--- src/rtl/psum_pkg.sv ---
// rtl/psum_pkg.sv - shared types, widths and saturating-add helper for the PE/psum stages
package psum_pkg;

    localparam int PSUM_DWIDTH = 8;
    localparam int PSUM_AWIDTH = 16;

    typedef enum logic {
        ACCUM = 1'b0,
        EMIT  = 1'b1
    } psum_state_e;

    // Unsigned add clamped to 2^width-1; operands must already fit in width bits (width <= 32)
    function automatic logic [31:0] sat_add(input logic [31:0] a,
                                            input logic [31:0] b,
                                            input int unsigned width);
        logic [32:0] sum;
        logic [32:0] cap;
        sum = {1'b0, a} + {1'b0, b};
        cap = (33'd1 << width) - 33'd1;
        return (sum > cap) ? cap[31:0] : sum[31:0];
    endfunction

endpackage

--- src/rtl/psum_sat_add.sv ---
// rtl/psum_sat_add.sv - combinational AWIDTH-wide unsigned saturating adder
module psum_sat_add
    import psum_pkg::*;
#(
    parameter int AWIDTH = PSUM_AWIDTH
) (
    input  logic [AWIDTH-1:0] a,
    input  logic [AWIDTH-1:0] b,
    output logic [AWIDTH-1:0] sum
);

    logic [31:0] full;

    // Saturating sum via the shared helper, evaluated at 32 bits
    always_comb begin
        full = sat_add(32'(a), 32'(b), int'(AWIDTH));
    end

    // Bits above AWIDTH are zero by construction; folding them in keeps every helper bit live
    assign sum = full[AWIDTH-1:0] | {AWIDTH{|(full >> AWIDTH)}};

endmodule

--- src/rtl/psum_accumulator.sv ---
// rtl/psum_accumulator.sv - accumulates NUM_TERMS partial sums into a potential and emits potential + spike
module psum_accumulator
    import psum_pkg::*;
#(
    parameter int DWIDTH    = PSUM_DWIDTH,
    parameter int AWIDTH    = PSUM_AWIDTH,
    parameter int NUM_TERMS = 5,
    parameter int THRESHOLD = 64,
    parameter int RESIDUAL  = 1
) (
    input  logic              clk,
    input  logic              rst_n,
    input  logic              pot_clr,
    input  logic              in_valid,
    output logic              in_ready,
    input  logic [DWIDTH-1:0] in_data,
    output logic              out_valid,
    input  logic              out_ready,
    output logic [AWIDTH-1:0] out_potential,
    output logic              out_spike
);

    localparam int              CW       = (NUM_TERMS > 1) ? $clog2(NUM_TERMS) : 1;
    localparam logic [CW-1:0]   LAST_CNT = CW'(NUM_TERMS - 1);
    localparam logic [AWIDTH-1:0] THRESH = AWIDTH'(THRESHOLD);

    psum_state_e       state_q, state_d;
    logic [AWIDTH-1:0] acc_q, acc_d;
    logic [CW-1:0]     cnt_q, cnt_d;
    logic [AWIDTH-1:0] pot_q, pot_d;
    logic              spike_q, spike_d;
    logic              clr_pend_q, clr_pend_d;

    logic [AWIDTH-1:0] acc_base;
    logic [AWIDTH-1:0] acc_sum;
    logic [CW-1:0]     cnt_base;

    // A same-cycle clear makes the incoming term the first of a fresh group
    assign acc_base = pot_clr ? '0 : acc_q;
    assign cnt_base = pot_clr ? '0 : cnt_q;

    psum_sat_add #(
        .AWIDTH (AWIDTH)
    ) u_sat_add (
        .a   (acc_base),
        .b   (AWIDTH'(in_data)),
        .sum (acc_sum)
    );

    assign in_ready      = rst_n && (state_q == ACCUM);
    assign out_valid     = (state_q == EMIT);
    assign out_potential = pot_q;
    assign out_spike     = spike_q;

    // Next-state: accumulate terms, latch the result on the last term, apply residual on output transfer
    always_comb begin
        state_d    = state_q;
        acc_d      = acc_q;
        cnt_d      = cnt_q;
        pot_d      = pot_q;
        spike_d    = spike_q;
        clr_pend_d = clr_pend_q;
        case (state_q)
            ACCUM: begin
                if (pot_clr) begin
                    acc_d = '0;
                    cnt_d = '0;
                end
                if (in_valid) begin
                    acc_d = acc_sum;
                    if (cnt_base == LAST_CNT) begin
                        cnt_d   = '0;
                        pot_d   = acc_sum;
                        spike_d = (acc_sum >= THRESH);
                        state_d = EMIT;
                    end else begin
                        cnt_d = cnt_base + 1'b1;
                    end
                end
            end
            EMIT: begin
                if (pot_clr) begin
                    clr_pend_d = 1'b1;
                end
                if (out_ready) begin
                    state_d    = ACCUM;
                    clr_pend_d = 1'b0;
                    if (clr_pend_q || pot_clr || (RESIDUAL == 0)) begin
                        acc_d = '0;
                    end else if (spike_q) begin
                        acc_d = pot_q - THRESH;
                    end else begin
                        acc_d = pot_q;
                    end
                end
            end
            default: state_d = ACCUM;
        endcase
    end

    // State and output registers
    always_ff @(posedge clk or negedge rst_n) begin
        if (!rst_n) begin
            state_q    <= ACCUM;
            acc_q      <= '0;
            cnt_q      <= '0;
            pot_q      <= '0;
            spike_q    <= 1'b0;
            clr_pend_q <= 1'b0;
        end else begin
            state_q    <= state_d;
            acc_q      <= acc_d;
            cnt_q      <= cnt_d;
            pot_q      <= pot_d;
            spike_q    <= spike_d;
            clr_pend_q <= clr_pend_d;
        end
    end

endmodule

--- config.mk ---
export PLATFORM = sky130hd
export DESIGN_NAME = psum_accumulator
export DESIGN_NICKNAME = d
export VERILOG_FILES = /design/src/rtl/psum_pkg.sv /design/src/rtl/psum_sat_add.sv /design/src/rtl/psum_accumulator.sv
export SDC_FILE = /design/constraint.sdc
export NUM_CORES = 1
export LEC_CHECK = 0
export ABC_AREA = 1
export ABC_CLOCK_PERIOD_IN_PS = 2230
export BUFFER_PORTS_ARGS = -buffer_cell sky130_fd_sc_hd__buf_2
export CORE_MARGIN = 8
export CORE_UTILIZATION = 42
export DETAILED_ROUTE_END_ITERATION = 16
export PLACE_DENSITY = 0.7
export SYNTH_ARGS = -nofsm -noshare
export SYNTH_HDL_FRONTEND = slang
export SYNTH_SLANG_ARGS = --single-unit
--- constraint.sdc ---
create_clock -name clk -period 2.23 [get_ports clk]
set_clock_uncertainty 0.2 [all_clocks]
set_input_delay 0.3345 -clock clk [delete_from_list [all_inputs] [get_ports clk]]
set_output_delay 0.3345 -clock clk [all_outputs]
set_load 0.005 [all_outputs]
# Yosys cells after proc, flatten, opt, wreduce, memory -nomap -nowiden
# Index checks and enable logic that the tools add are counted.
[op_classes]
n_mux = 16
n_bitwise = 2
reduce_logical = 6
n_lt_le_gt_ge = 2
n_addsub = 3
n_eq_ne = 2
[op_table]
columns = ["op", "count"]
rows = [
  ["16-bit two-way mux", 5],
  ["33-bit by 16-bit greater-than comparator with 1-bit output (second input constant)", 1],
  ["32-bit two-way mux", 1],
  ["16-bit one-hot mux with 2 select lines", 1],
  ["16-bit by 8-bit adder with 17-bit output", 1],
  ["16-bit by 7-bit >= comparator with 1-bit output (second input constant)", 1],
  ["16-bit OR", 1],
  ["16-bit OR reduction", 1],
  ["16-bit by 7-bit subtractor with 16-bit output (second input constant)", 1],
  ["3-bit two-way mux", 3],
  ["1-bit two-way mux", 5],
  ["3-bit by 1-bit adder with 3-bit output (second input constant)", 1],
  ["3-bit == test (second input constant)", 1],
  ["3-bit AND reduction", 1],
  ["2-bit inequality test (second input constant)", 1],
  ["1-bit one-hot mux with 2 select lines", 1],
  ["2-bit AND reduction", 1],
  ["2-bit nonzero test", 1],
  ["1-bit logical AND", 1],
  ["1-bit logical OR", 1],
  ["1-bit inverter", 1],
]
[word_totals]
out_inout_bits = 19
input_bits = 13
register_bits = 38
elab_cells = 37

# Longest topological paths before layout
# Gate-level depths: netlist of run 1.
[logic_depth]
depth_word = 8
mapped_depth = 21
depth_no_buf = 19

# Hierarchy
# A second synthesis of run 1 with hierarchy kept.
[unflattened]
hier_cells = 490
hier_area_um2 = 3229.3
[modules_own_cells]
columns = ["module", "area_per_inst_um2", "instances", "cells_per_inst"]
rows = [
  ["psum_accumulator", 2112.0, 1, 282],
  ["psum_sat_add", 1117.3, 1, 208],
]

# Worst setup path before layout of run 1
# Ideal clock, no wire load.
[synth_path]
path_kind = "input to register"
from = "in pot_clr"
to = "reg spike_q (netlist: out_spike)"
n_path_buf = 2
arrival_time_ps = 2347
stages = 20
setup_slack_ps = -430
path_cell_list = "buf_6 > inv_12 > buf_2 > nand2_1 > inv_1 > ha_1 > inv_1 > fa_1 > inv_1 > nand2_1 > nand2_1 > nand3_2 > nand2_1 > nand3_1 > a21oi_2 > nand2_1 > nor2_1 > nand3_1 > nand2_1 > inv_1"
[synth_between]
elab_chain_len = 7
[synth_rtl]
columns = ["item", "line", "text"]
rows = [
  ["start, declared", "psum_accumulator.sv:13", "input logic pot_clr,"],
  ["16-bit two-way mux", "-", ""],
  ["16-bit by 8-bit adder with 17-bit output", "psum_pkg.sv:18", "sum = {1'b0, a} + {1'b0, b};"],
  ["33-bit by 16-bit greater-than comparator with 1-bit output", "psum_pkg.sv:20", "return (sum > cap) ? cap[31:0] : sum[31:0];"],
  ["32-bit two-way mux", "psum_pkg.sv:20", ""],
  ["16-bit OR reduction", "psum_sat_add.sv:20", "assign sum = full[AWIDTH-1:0] | {AWIDTH{|(full >> AWIDTH)}};"],
  ["16-bit OR", "psum_sat_add.sv:20", ""],
  ["16-bit by 7-bit >= comparator with 1-bit output", "psum_accumulator.sv:74", "spike_d = (acc_sum >= THRESH);"],
  ["end signal, assigned", "psum_accumulator.sv:115", "spike_q <= spike_d;"],
  ["end, declared", "psum_accumulator.sv:31", "logic spike_q, spike_d;"],
]
# Several ways; a longest one is shown, not always the timed one.
# A chain may end at the register's enable or synchronous reset.

# Final worst setup path of run 1
[layout_path]
from = "reg acc_q[0]"
to = "reg pot_q[8] (netlist: out_potential[8])"
[layout_between]
elab_chain_len = 6
[layout_rtl]
columns = ["item", "line", "text"]
rows = [
  ["start, declared", "psum_accumulator.sv:28", "logic [AWIDTH-1:0] acc_q, acc_d;"],
  ["start signal, assigned", "psum_accumulator.sv:105", "acc_q <= '0;"],
  ["start signal, assigned", "psum_accumulator.sv:112", "acc_q <= acc_d;"],
  ["16-bit two-way mux *", "-", ""],
  ["16-bit by 8-bit adder with 17-bit output *", "psum_pkg.sv:18", ""],
  ["33-bit by 16-bit greater-than comparator with 1-bit output", "psum_pkg.sv:20", ""],
  ["32-bit two-way mux *", "psum_pkg.sv:20", ""],
  ["16-bit OR reduction", "psum_sat_add.sv:20", ""],
  ["16-bit OR *", "psum_sat_add.sv:20", ""],
  ["end signal, assigned", "psum_accumulator.sv:114", "pot_q <= pot_d;"],
  ["end, declared", "psum_accumulator.sv:30", "logic [AWIDTH-1:0] pot_q, pot_d;"],
]
# Every way passes the cells marked *; elsewhere a longest branch is shown, timed or not.

==> impl_metrics.ini, run 1 <==
[power_and_ir_drop]
powerDensity_nw_per_um2 = 708.0
p_seq_share_pct = 36.6
p_clk_share_pct = 16.8
irDropWorstVdd_uv = 609.2
intPower_mw = 1.771
swShare_pct = 40.02
leakagePower_nw = 2.119
comb_power_share_pct = 46.6
p_sw_mw = 1.182

[global_route]
grt_max_degree = 39
overflow = 0
grt_util_all_layers_pct = 18.40
antenna_found_initial = 0
grt_pass1_wl_um = 15030
grt_pass1_vias = 3177

[finish]
syn_to_final_growth_pct = 39.75
nets = 553
drive_above_1_share_pct = 36.86
final.fill_count = 633
design_area_um2 = 4170
diodes = 0

[setup_path]
critPathRequiredTime_ns = 2.24
ff2ff_setup_slack_ns = -0.11
startpoint_type = flip-flop
cp.arrival_ns = 2.35
path_class = flip-flop to flip-flop
r2r-end = out_potential[8]$_DFFE_PN0P_
critPathLaunch = acc_q[0]$_DFFE_PN0P_
r2r_start = acc_q[0]$_DFFE_PN0P_
r2r_cells = 15
critPathCaptureType = flip-flop
worstPathMaxFanout = 3
crit_path_end = out_potential[8]$_DFFE_PN0P_

[routing]
first_iter_violations = 225
avgViaCountPerCell = 5.216
wl_per_cell_um = 14.98
wirelength_um = 9365
via_count = 3260
antenna_left = 0
dr.pass1.iters = 5
drcViolationCount = 0

[sta]
slew_headroom_pct = 57.27
setup_viol = 20
fin_ws_ns = -0.1075
tightest_slew_ns = 0.6386
hold_viol = 0
fin_setup_tns_ns = -0.7262
rsz0062_at_grt = yes
post-route-period-util_pct = 104.8
min_period_ns = 2.338
slew_violations = 0
whs_ns = 0.2121
fmaxAchievable_ghz = 0.4278

[clock_tree]
cts_root_buf = clkbuf_8
cts_sinks = 38
cts.path.max_buffers = 2
cts_tree = done
clk_pin_slew_worst_paths_ns = 0.08
cts_made_buffers = 5
clkLatencyLatePin_ns = 0.29
cts_max_level = 2

[logic_synthesis]
syn_area_per_cell_um2 = 6.844
synth_nets = 461
synth_seq_area_share_pct = 31.87
ys_types = 37
synthCells = 436
yosys_warnings = 0
synth_top_area_share_pct = 31.87
synth_seq_cells = 38
synth_largest_area_cell = dfrtp_1
syn_area_um2 = 2984
synth.area.top_cells = dfrtp_1, nand2_1, nand3_1

[placement]
port_buffers = 31
routabilityCongestion = 0.8947
hpwl_um = 6882
dpl-instance-area_um2 = 3661

[outcome]
violations = negative setup slack
status = finished, violations left

[floorplan]
rows = 30
chipHeight_um = 100.3
ioPinCount = 32
die_x_um = 100.3
die-area_um2 = 10060
initial_core_util_pct = 43.68
core-area_um2 = 6832

[worst_hold_path]
min_path_type = primary input to flip-flop

[flow_run]
max_cap_viol_count = 0
[worst max-delay path, cell delays in order (launching register included)]
cell and delay [ns]:
dfrtp_1 0.40, nand2_4 0.06, inv_2 0.06, ha_4 0.12
inv_2 0.03, fa_2 0.34, inv_2 0.09, nand2_4 0.06
nand2_4 0.08, nand3_4 0.10, nand3_1 0.14, a21oi_2 0.07
buf_4 0.13, buf_4 0.12, buf_4 0.12, a21oi_1 0.13
[metrics by stage]
step                cells  worst slack (ns)  power [mW]  utilization, %
global placement      602           -0.2866       2.208           53.59
floorplan             436           -0.2581       1.717               -
global route          625           -0.2208       3.135           61.04
CTS                   616          -0.04990       2.814           57.75
finish                625           -0.1075       2.953           61.04
detailed placement    602           -0.3440       2.240           53.59
[cell type report]
class,instances,area (um2),area share (%)
Clock inverter,1,5.005,0.1200
Sequential cell,38,950.9,22.80
Tap cell,96,120.1,2.880
Inverter,64,257.7,6.181
Timing Repair Buffer,98,680.7,16.32
Clock buffer,7,86.33,2.070
Multi-Input combinational cell,321,2069,49.62
[power groups by stage]
| stage | combinational, mW | clock [mW] | sequential, mW |
|---|---|---|---|
| after floorplan | 0.657 | 0 | 1.06 |
| after global placement | 1.13 | 0 | 1.08 |
| after detailed placement | 1.16 | 0 | 1.08 |
| after CTS | 1.24 | 0.498 | 1.07 |
| after global routing | 1.50 | 0.528 | 1.10 |
| final | 1.38 | 0.496 | 1.08 |
[cells in the mapped netlist (all sizes together)]
| library cell | instances |
|---|---|
| nand2 | 127 |
| inv | 64 |
| nand3 | 58 |
| nor2 | 44 |
| dfrtp | 38 |
| a21oi | 20 |
| o21ai | 18 |
| ha | 11 |
| o211ai | 11 |
| a31oi | 8 |
| buf | 8 |
| clkbuf | 5 |
| xnor2 | 5 |
| nor3 | 4 |
| nand4 | 3 |
| xor2 | 3 |
| o22ai | 2 |
| or2 | 2 |
| a22oi | 1 |
| fa | 1 |
| nand3b | 1 |
| o21bai | 1 |
| o221ai | 1 |
[cell usage in the layout, fill, tap and decap left out, drive strengths merged]
cell / Yosys / routed
nand2: 127 / 127
clkbuf: 5 / 7
nand4: 3 / 3
a21oi: 20 / 20
buf: 8 / 97
clkinv: 0 / 1
o211ai: 11 / 11
nor3: 4 / 4
nor2: 44 / 44
ha: 11 / 11
or2: 2 / 2
nand3b: 1 / 1
a31oi: 8 / 8
xor2: 3 / 3
fa: 1 / 1
dfrtp: 38 / 38
o22ai: 2 / 2
o21bai: 1 / 1
xnor2: 5 / 5
a22oi: 1 / 1
inv: 64 / 64
dlygate4sd3: 0 / 1
o221ai: 1 / 1
o21ai: 18 / 18
nand3: 58 / 58
[how the worst min path moves through the flow]
stage / startpoint / to / cells past startpoint
6_report: out_ready / acc_q[9]$_DFFE_PN0P_ / 3
5_1_grt: out_ready / acc_q[9]$_DFFE_PN0P_ / 3
4_1_cts: out_ready / acc_q[9]$_DFFE_PN0P_ / 3
3_5_place_dp: rst_n / out_potential[4]$_DFFE_PN0P_ / 2
3_3_place_gp: rst_n / out_potential[3]$_DFFE_PN0P_ / 2
2_1_floorplan: rst_n / acc_q[0]$_DFFE_PN0P_ / 0
[sequential cells by signal, summed over array words and instances (netlist names)]
name	count
clr_pend_q	1
out_valid	1
out_potential	16
out_spike	1
cnt_q	3
acc_q	16
[routing by layer]
| layer | global-route usage (%) | wire [um] | up-vias |
|---|---|---|---|
| li1 | - | - | 1596 |
| met1 | 24.32 | 4285 | 1553 |
| met2 | 30.77 | 4481 | 98 |
| met3 | 2.007 | 447 | 13 |
| met4 | 5.116 | 151 | 0 |
| met5 | 0 | 0 | - |
[cells by family after synthesis]
logic type / after synthesis / synth area share [%]
compound gates: 62 / 12.29
xor+xnor: 8 / 2.348
fa+ha+maj: 12 / 5.283
buf+inv: 77 / 11.24
flops: 38 / 31.87
simple gates: 239 / 36.98
[what timing repair did]
action | in CTS | in global routing
setup buffers | 5 | 9
hold buffers | 1 | 0
hold endpoints to repair | 38 | 0
gates resized for setup | 25 | 40
setup endpoints to repair | 30 | 32
pin swaps | 17 | 21
cloned | 0 | 0
No activity file was read; power rests on OpenSTA's default activity.
==> run 2, diff against run 1 <==
Settings changed: RECOVER_POWER set to 50.
==> run 2 against run 1 <==
- the run still ends with negative setup slack left
- core utilization about the same
- routed wire length down 0.11%
- highest routed layer unchanged
- largest power group unchanged
- critical path type unchanged
- fmax about the same
==> impl_metrics.ini, run 2 (synthesis gave the netlist of run 1 again) <==
[routing]
via_count = 3258
drcViolationCount = 0
first_iter_violations = 225
antenna_left = 0
wl_per_cell_um = 14.97
wirelength_um = 9355
avgViaCountPerCell = 5.213
dr.pass1.iters = 5

[power_and_ir_drop]
intPower_mw = 1.770
irDropWorstVdd_uv = 609.2
p_seq_share_pct = 36.6
swShare_pct = 40.03
comb_power_share_pct = 46.6
p_clk_share_pct = 16.8
powerDensity_nw_per_um2 = 708.2
p_sw_mw = 1.181
leakagePower_nw = 2.119

[clock_tree]
cts_root_buf = clkbuf_8
cts_tree = done
cts_sinks = 38
clk_pin_slew_worst_paths_ns = 0.08
clkLatencyLatePin_ns = 0.29
cts_max_level = 2
cts.path.max_buffers = 2
cts_made_buffers = 5

[floorplan]
core-area_um2 = 6832
die_x_um = 100.3
initial_core_util_pct = 43.68
ioPinCount = 32
rows = 30
die-area_um2 = 10060
chipHeight_um = 100.3

[finish]
final_cell_mix = nand2_1, buf_4, inv_1
multi_input_area_um2 = 2069
layout_commonest_cell = nand2_1
syn_to_final_growth_pct = 39.66
seq_area_um2 = 950.9
finish.utilization_pct = 61.01
final.fill_count = 634
drive_above_1_share_pct = 36.86
nets = 553
diodes = 0

[setup_path]
critPathCaptureType = flip-flop
crit_chain = nand2_4 -> inv_2 -> ha_4 -> inv_2 -> fa_2 -> inv_2 -> nand2_4 -> nand2_4 -> nand3_4 -> nand3_1 -> a21oi_2 -> buf_4 -> buf_4 -> buf_4 -> a21oi_1
critPathRequiredTime_ns = 2.24
cp_slowest_stage_delay_ns = 0.40
worstPathMaxFanout = 3
cpMaxStageDelayCell = dfrtp_1
cp.arrival_ns = 2.35
startpoint_type = flip-flop
path_class = flip-flop to flip-flop

[global_route]
overflow = 0
grt_pass1_wl_um = 15030
antenna_found_initial = 0
grt_max_degree = 39
grt_pass1_vias = 3177
grt_util_all_layers_pct = 18.40

[sta]
fin_setup_tns_ns = -0.7150
rsz0062_at_grt = yes
setup_viol = 20
hold_viol = 0
tightest_slew_ns = 0.9781
slew_headroom_pct = 34.79
fmaxAchievable_ghz = 0.4278
post-route-period-util_pct = 104.8
fin_ws_ns = -0.1073
slew_violations = 0
min_period_ns = 2.337

[worst_hold_path]
min_path_type = primary input to flip-flop

[flow_run]
max_cap_viol_count = 0

[placement]
hpwl_um = 6882
routabilityCongestion = 0.8947
port_buffers = 31

[outcome]
violations = negative setup slack
status = finished, violations left
-- run 2: cell types whose count changed in the layout (fill, tap and decap cells not counted) --
cell	before	now
buf_4	63	62
clkbuf_2	0	1
-- run 2: worst max-delay path, delay by kind of cell (launching register included) --
| kind | cells | cell delay (ns) |
|---|---|---|
| flops | 1 | 0.40 |
| buf+inv | 6 | 0.55 |
| compound gates | 2 | 0.20 |
| fa+ha+maj | 2 | 0.46 |
| simple gates | 5 | 0.44 |
-- run 2: per-layer routing --
| metal | GRT usage [%] | share of wire [%] | wire, um | vias to the layer above |
|---|---|---|---|---|
| li1 | - | - | - | 1595 |
| met1 | 24.32 | 46 | 4278 | 1553 |
| met2 | 30.77 | 48 | 4479 | 97 |
| met3 | 2.007 | 4.8 | 445 | 13 |
| met4 | 5.116 | 1.6 | 151 | 0 |
| met5 | 0 | 0 | 0 | - |
-- run 2: metrics by stage --
stage / hold WS (ns) / instance area (um2) / setup slack (ns) / power (mW) / cells
5_1_grt: 0.2471 / 4168 / -0.2208 / 3.135 / 625
2_1_floorplan: -0.1611 / 3084 / -0.2581 / 1.717 / 436
3_3_place_gp: 0.2314 / 3661 / -0.2866 / 2.208 / 602
3_5_place_dp: 0.2400 / 3661 / -0.3440 / 2.240 / 602
6_report: 0.2121 / 4168 / -0.1073 / 2.952 / 625
4_1_cts: 0.2105 / 3945 / -0.04990 / 2.814 / 616
-- run 2: path summary, 6_finish.rpt --
check                      slack [ns]  cells past startpoint                 start                            to
setup / recovery                -0.11                     15  acc_q[0]$_DFFE_PN0P_  out_potential[8]$_DFFE_PN0P_
hold / removal                   0.21                      3             out_ready          acc_q[9]$_DFFE_PN0P_
setup reg to reg                -0.11                     15  acc_q[0]$_DFFE_PN0P_  out_potential[8]$_DFFE_PN0P_
hold reg to reg                  0.30                      2  acc_q[3]$_DFFE_PN0P_          acc_q[3]$_DFFE_PN0P_
max in group asynchronous        0.60                      3                 rst_n         acc_q[15]$_DFFE_PN0P_
min in group asynchronous        0.62                      3                 rst_n  out_potential[4]$_DFFE_PN0P_
-- run 2: power groups by stage --
stage	clock network [mW]	registers, mW	logic [mW]
finish	0.496	1.08	1.38
global route	0.528	1.10	1.50
CTS	0.498	1.07	1.24
detailed placement	0	1.08	1.16
global placement	0	1.08	1.13
floorplan	0	1.06	0.657
-- run 2: cell type report --
class,count,area share [%]
repair buffers,98,16.27
inverters,64,6.184
flip-flops and latches,38,22.82
multi-input cells,321,49.65
clock buffers,7,2.071
well taps,96,2.882
clock inverters,1,0.1201
-- run 2: what timing repair did --
action                     CTS  global route
setup buffers                5             9
resized for setup           25            40
setup endpoints to repair   30            32
hold buffers                 1             0
hold endpoints to repair    38             0
pin swaps                   17            21
==> run 3, diff against run 2 <==
Settings changed: REMOVE_ABC_BUFFERS set to 1.
==> run 3 against run 2 <==
- the run still ends with negative setup slack left
- sequential share of layout area rose by 0.16 points
- count of clock-buffer cells in the layout is 1 lower
- total power up 5.7%
- global-route usage grew 0.49 points
- sequential cell count did not move
- worst hold slack better by 0.024 ns
- fmax is 2.1% lower
- setup slack got worse by 0.050 ns
- non-clock buffer count grew 1
- combinational power down 7%
- routed wire length up 1.8%
- cell area down 0.69%
- largest cell class unchanged
- highest routed layer unchanged
==> impl_metrics.ini, run 3 (synthesis gave the netlist of run 1 again) <==
[setup_path]
path_class = flip-flop to flip-flop
critPathCaptureType = flip-flop
ff2ff_setup_slack_ns = -0.16
worstPathMaxFanout = 10
critPathRequiredTime_ns = 2.27
startpoint_type = flip-flop
r2r_cells = 15
cp.arrival_ns = 2.43

[sta]
setup_viol = 31
fmaxAchievable_ghz = 0.4190
min_period_ns = 2.387
slew_headroom_pct = 34.00
slew_violations = 0
post-route-period-util_pct = 107.0
tightest_slew_ns = 0.9901
hold_viol = 0
rsz0062_at_grt = yes
fin_ws_ns = -0.1568

[flow_run]
max_cap_viol_count = 0

[placement]
hpwl_um = 6598
port_buffers = 31
routabilityCongestion = 0.9475
post-place-ws_ns = -0.4817

[global_route]
grt_pass1_wl_um = 15330
grt_util_all_layers_pct = 18.90
grt_pass1_vias = 3214
overflow = 0
antenna_found_initial = 0
grt_max_degree = 39

[power_and_ir_drop]
leakagePower_nw = 2.124
powerDensity_nw_per_um2 = 753.8
irDropWorstVdd_uv = 470.4

[finish]
drive_above_1_share_pct = 34.15
final_cell_mix = nand2_1, buf_4, inv_1
diodes = 0
final.fill_count = 609
nets = 554
syn_to_final_growth_pct = 38.70
layout_commonest_cell = nand2_1
finish.utilization_pct = 60.59

[floorplan]
die_x_um = 100.3
rows = 30
chipHeight_um = 100.3
die-area_um2 = 10060
initial_core_util_pct = 43.68
ioPinCount = 32
core-area_um2 = 6832

[worst_hold_path]
min_path_type = primary input to flip-flop
min_path_cells = 3

[outcome]
status = finished, violations left
violations = negative setup slack

[clock_tree]
cts_made_buffers = 5
clk_pin_slew_worst_paths_ns = 0.09
cts_tree = done
cts_sinks = 38
cts_root_buf = clkbuf_8
cts.path.max_buffers = 2
clkLatencyLatePin_ns = 0.30
cts_max_level = 2

[routing]
wirelength_um = 9519
antenna_left = 0
avgViaCountPerCell = 5.270
first_iter_violations = 177
via_count = 3299
dr.pass1.iters = 5
drcViolationCount = 0
wl_per_cell_um = 15.21
run 3: cell count changes in the layout (fill, tap and decap cells not counted), moves of 3 or more:
cell	change
inv_1	+4
buf_6	+3
nand2_1	+6
inv_2	-4
nand2_2	-4
run 3: path summary, 6_finish.rpt:
check | from | to
max | acc_q[0]$_DFFE_PN0P_ | acc_q[2]$_DFFE_PN0P_
max reg2reg | acc_q[0]$_DFFE_PN0P_ | acc_q[2]$_DFFE_PN0P_
max in group asynchronous | rst_n | acc_q[8]$_DFFE_PN0P_
min in group asynchronous | rst_n | out_valid$_DFF_PN0_
min reg2reg | acc_q[5]$_DFFE_PN0P_ | acc_q[5]$_DFFE_PN0P_
min | out_ready | acc_q[9]$_DFFE_PN0P_
run 3: metrics by stage:
stage / area [um2] / power (mW) / hold slack, ns / TNS (ns) / std cells
after floorplan: 2902 / 1.669 / -0.1611 / -0.8697 / 423
after global placement: 3625 / 2.165 / 0.2343 / -9.628 / 608
after detailed placement: 3625 / 2.187 / 0.2410 / -11.55 / 608
after CTS: 3973 / 3.039 / 0.2178 / -0.4396 / 622
after global routing: 4139 / 3.322 / 0.2438 / -5.735 / 626
final: 4139 / 3.120 / 0.2360 / -2.975 / 626
run 3: timing repair:
item	4_1_cts	5_1_grt
pin swaps	8	14
hold buffers	1	0
setup endpoints to repair	33	33
resized for setup	40	32
setup buffers	5	6
endpoints found under the hold margin	38	0
run 3: metal layers:
metal / vias up / GRT usage, % / share of wire (%)
li1: 1598 / - / -
met1: 1562 / 23.45 / 43
met2: 122 / 31.90 / 48
met3: 17 / 3.114 / 6.4
met4: 0 / 7.093 / 2.1
met5: - / 0 / 0
run 3: area by class of cell:
class	instances	area [um2]	share of cell area, %
Tap cell	96	120.1	2.902
Clock inverter	2	60.06	1.451
Multi-Input combinational cell	321	1973	47.67
Sequential cell	38	950.9	22.97
Timing Repair Buffer	99	696.9	16.84
Clock buffer	6	82.58	1.995
Inverter	64	255.2	6.167
run 3: critical path, stage by stage (launching register included):
cell	delay, ns
dfrtp_1	0.38
nand2_2	0.08
inv_2	0.06
ha_4	0.12
inv_2	0.03
fa_2	0.35
inv_2	0.09
nand2_4	0.06
nand2_4	0.09
nand3_4	0.10
a21oi_4	0.24
inv_4	0.12
buf_12	0.17
nand3_2	0.05
o211ai_1	0.08
nand3_1	0.08
run 3: report_power, final:
group          internal [mW]  switching (mW)
sequential             0.883           0.184
combinational          0.603           0.687
clock                  0.478           0.285
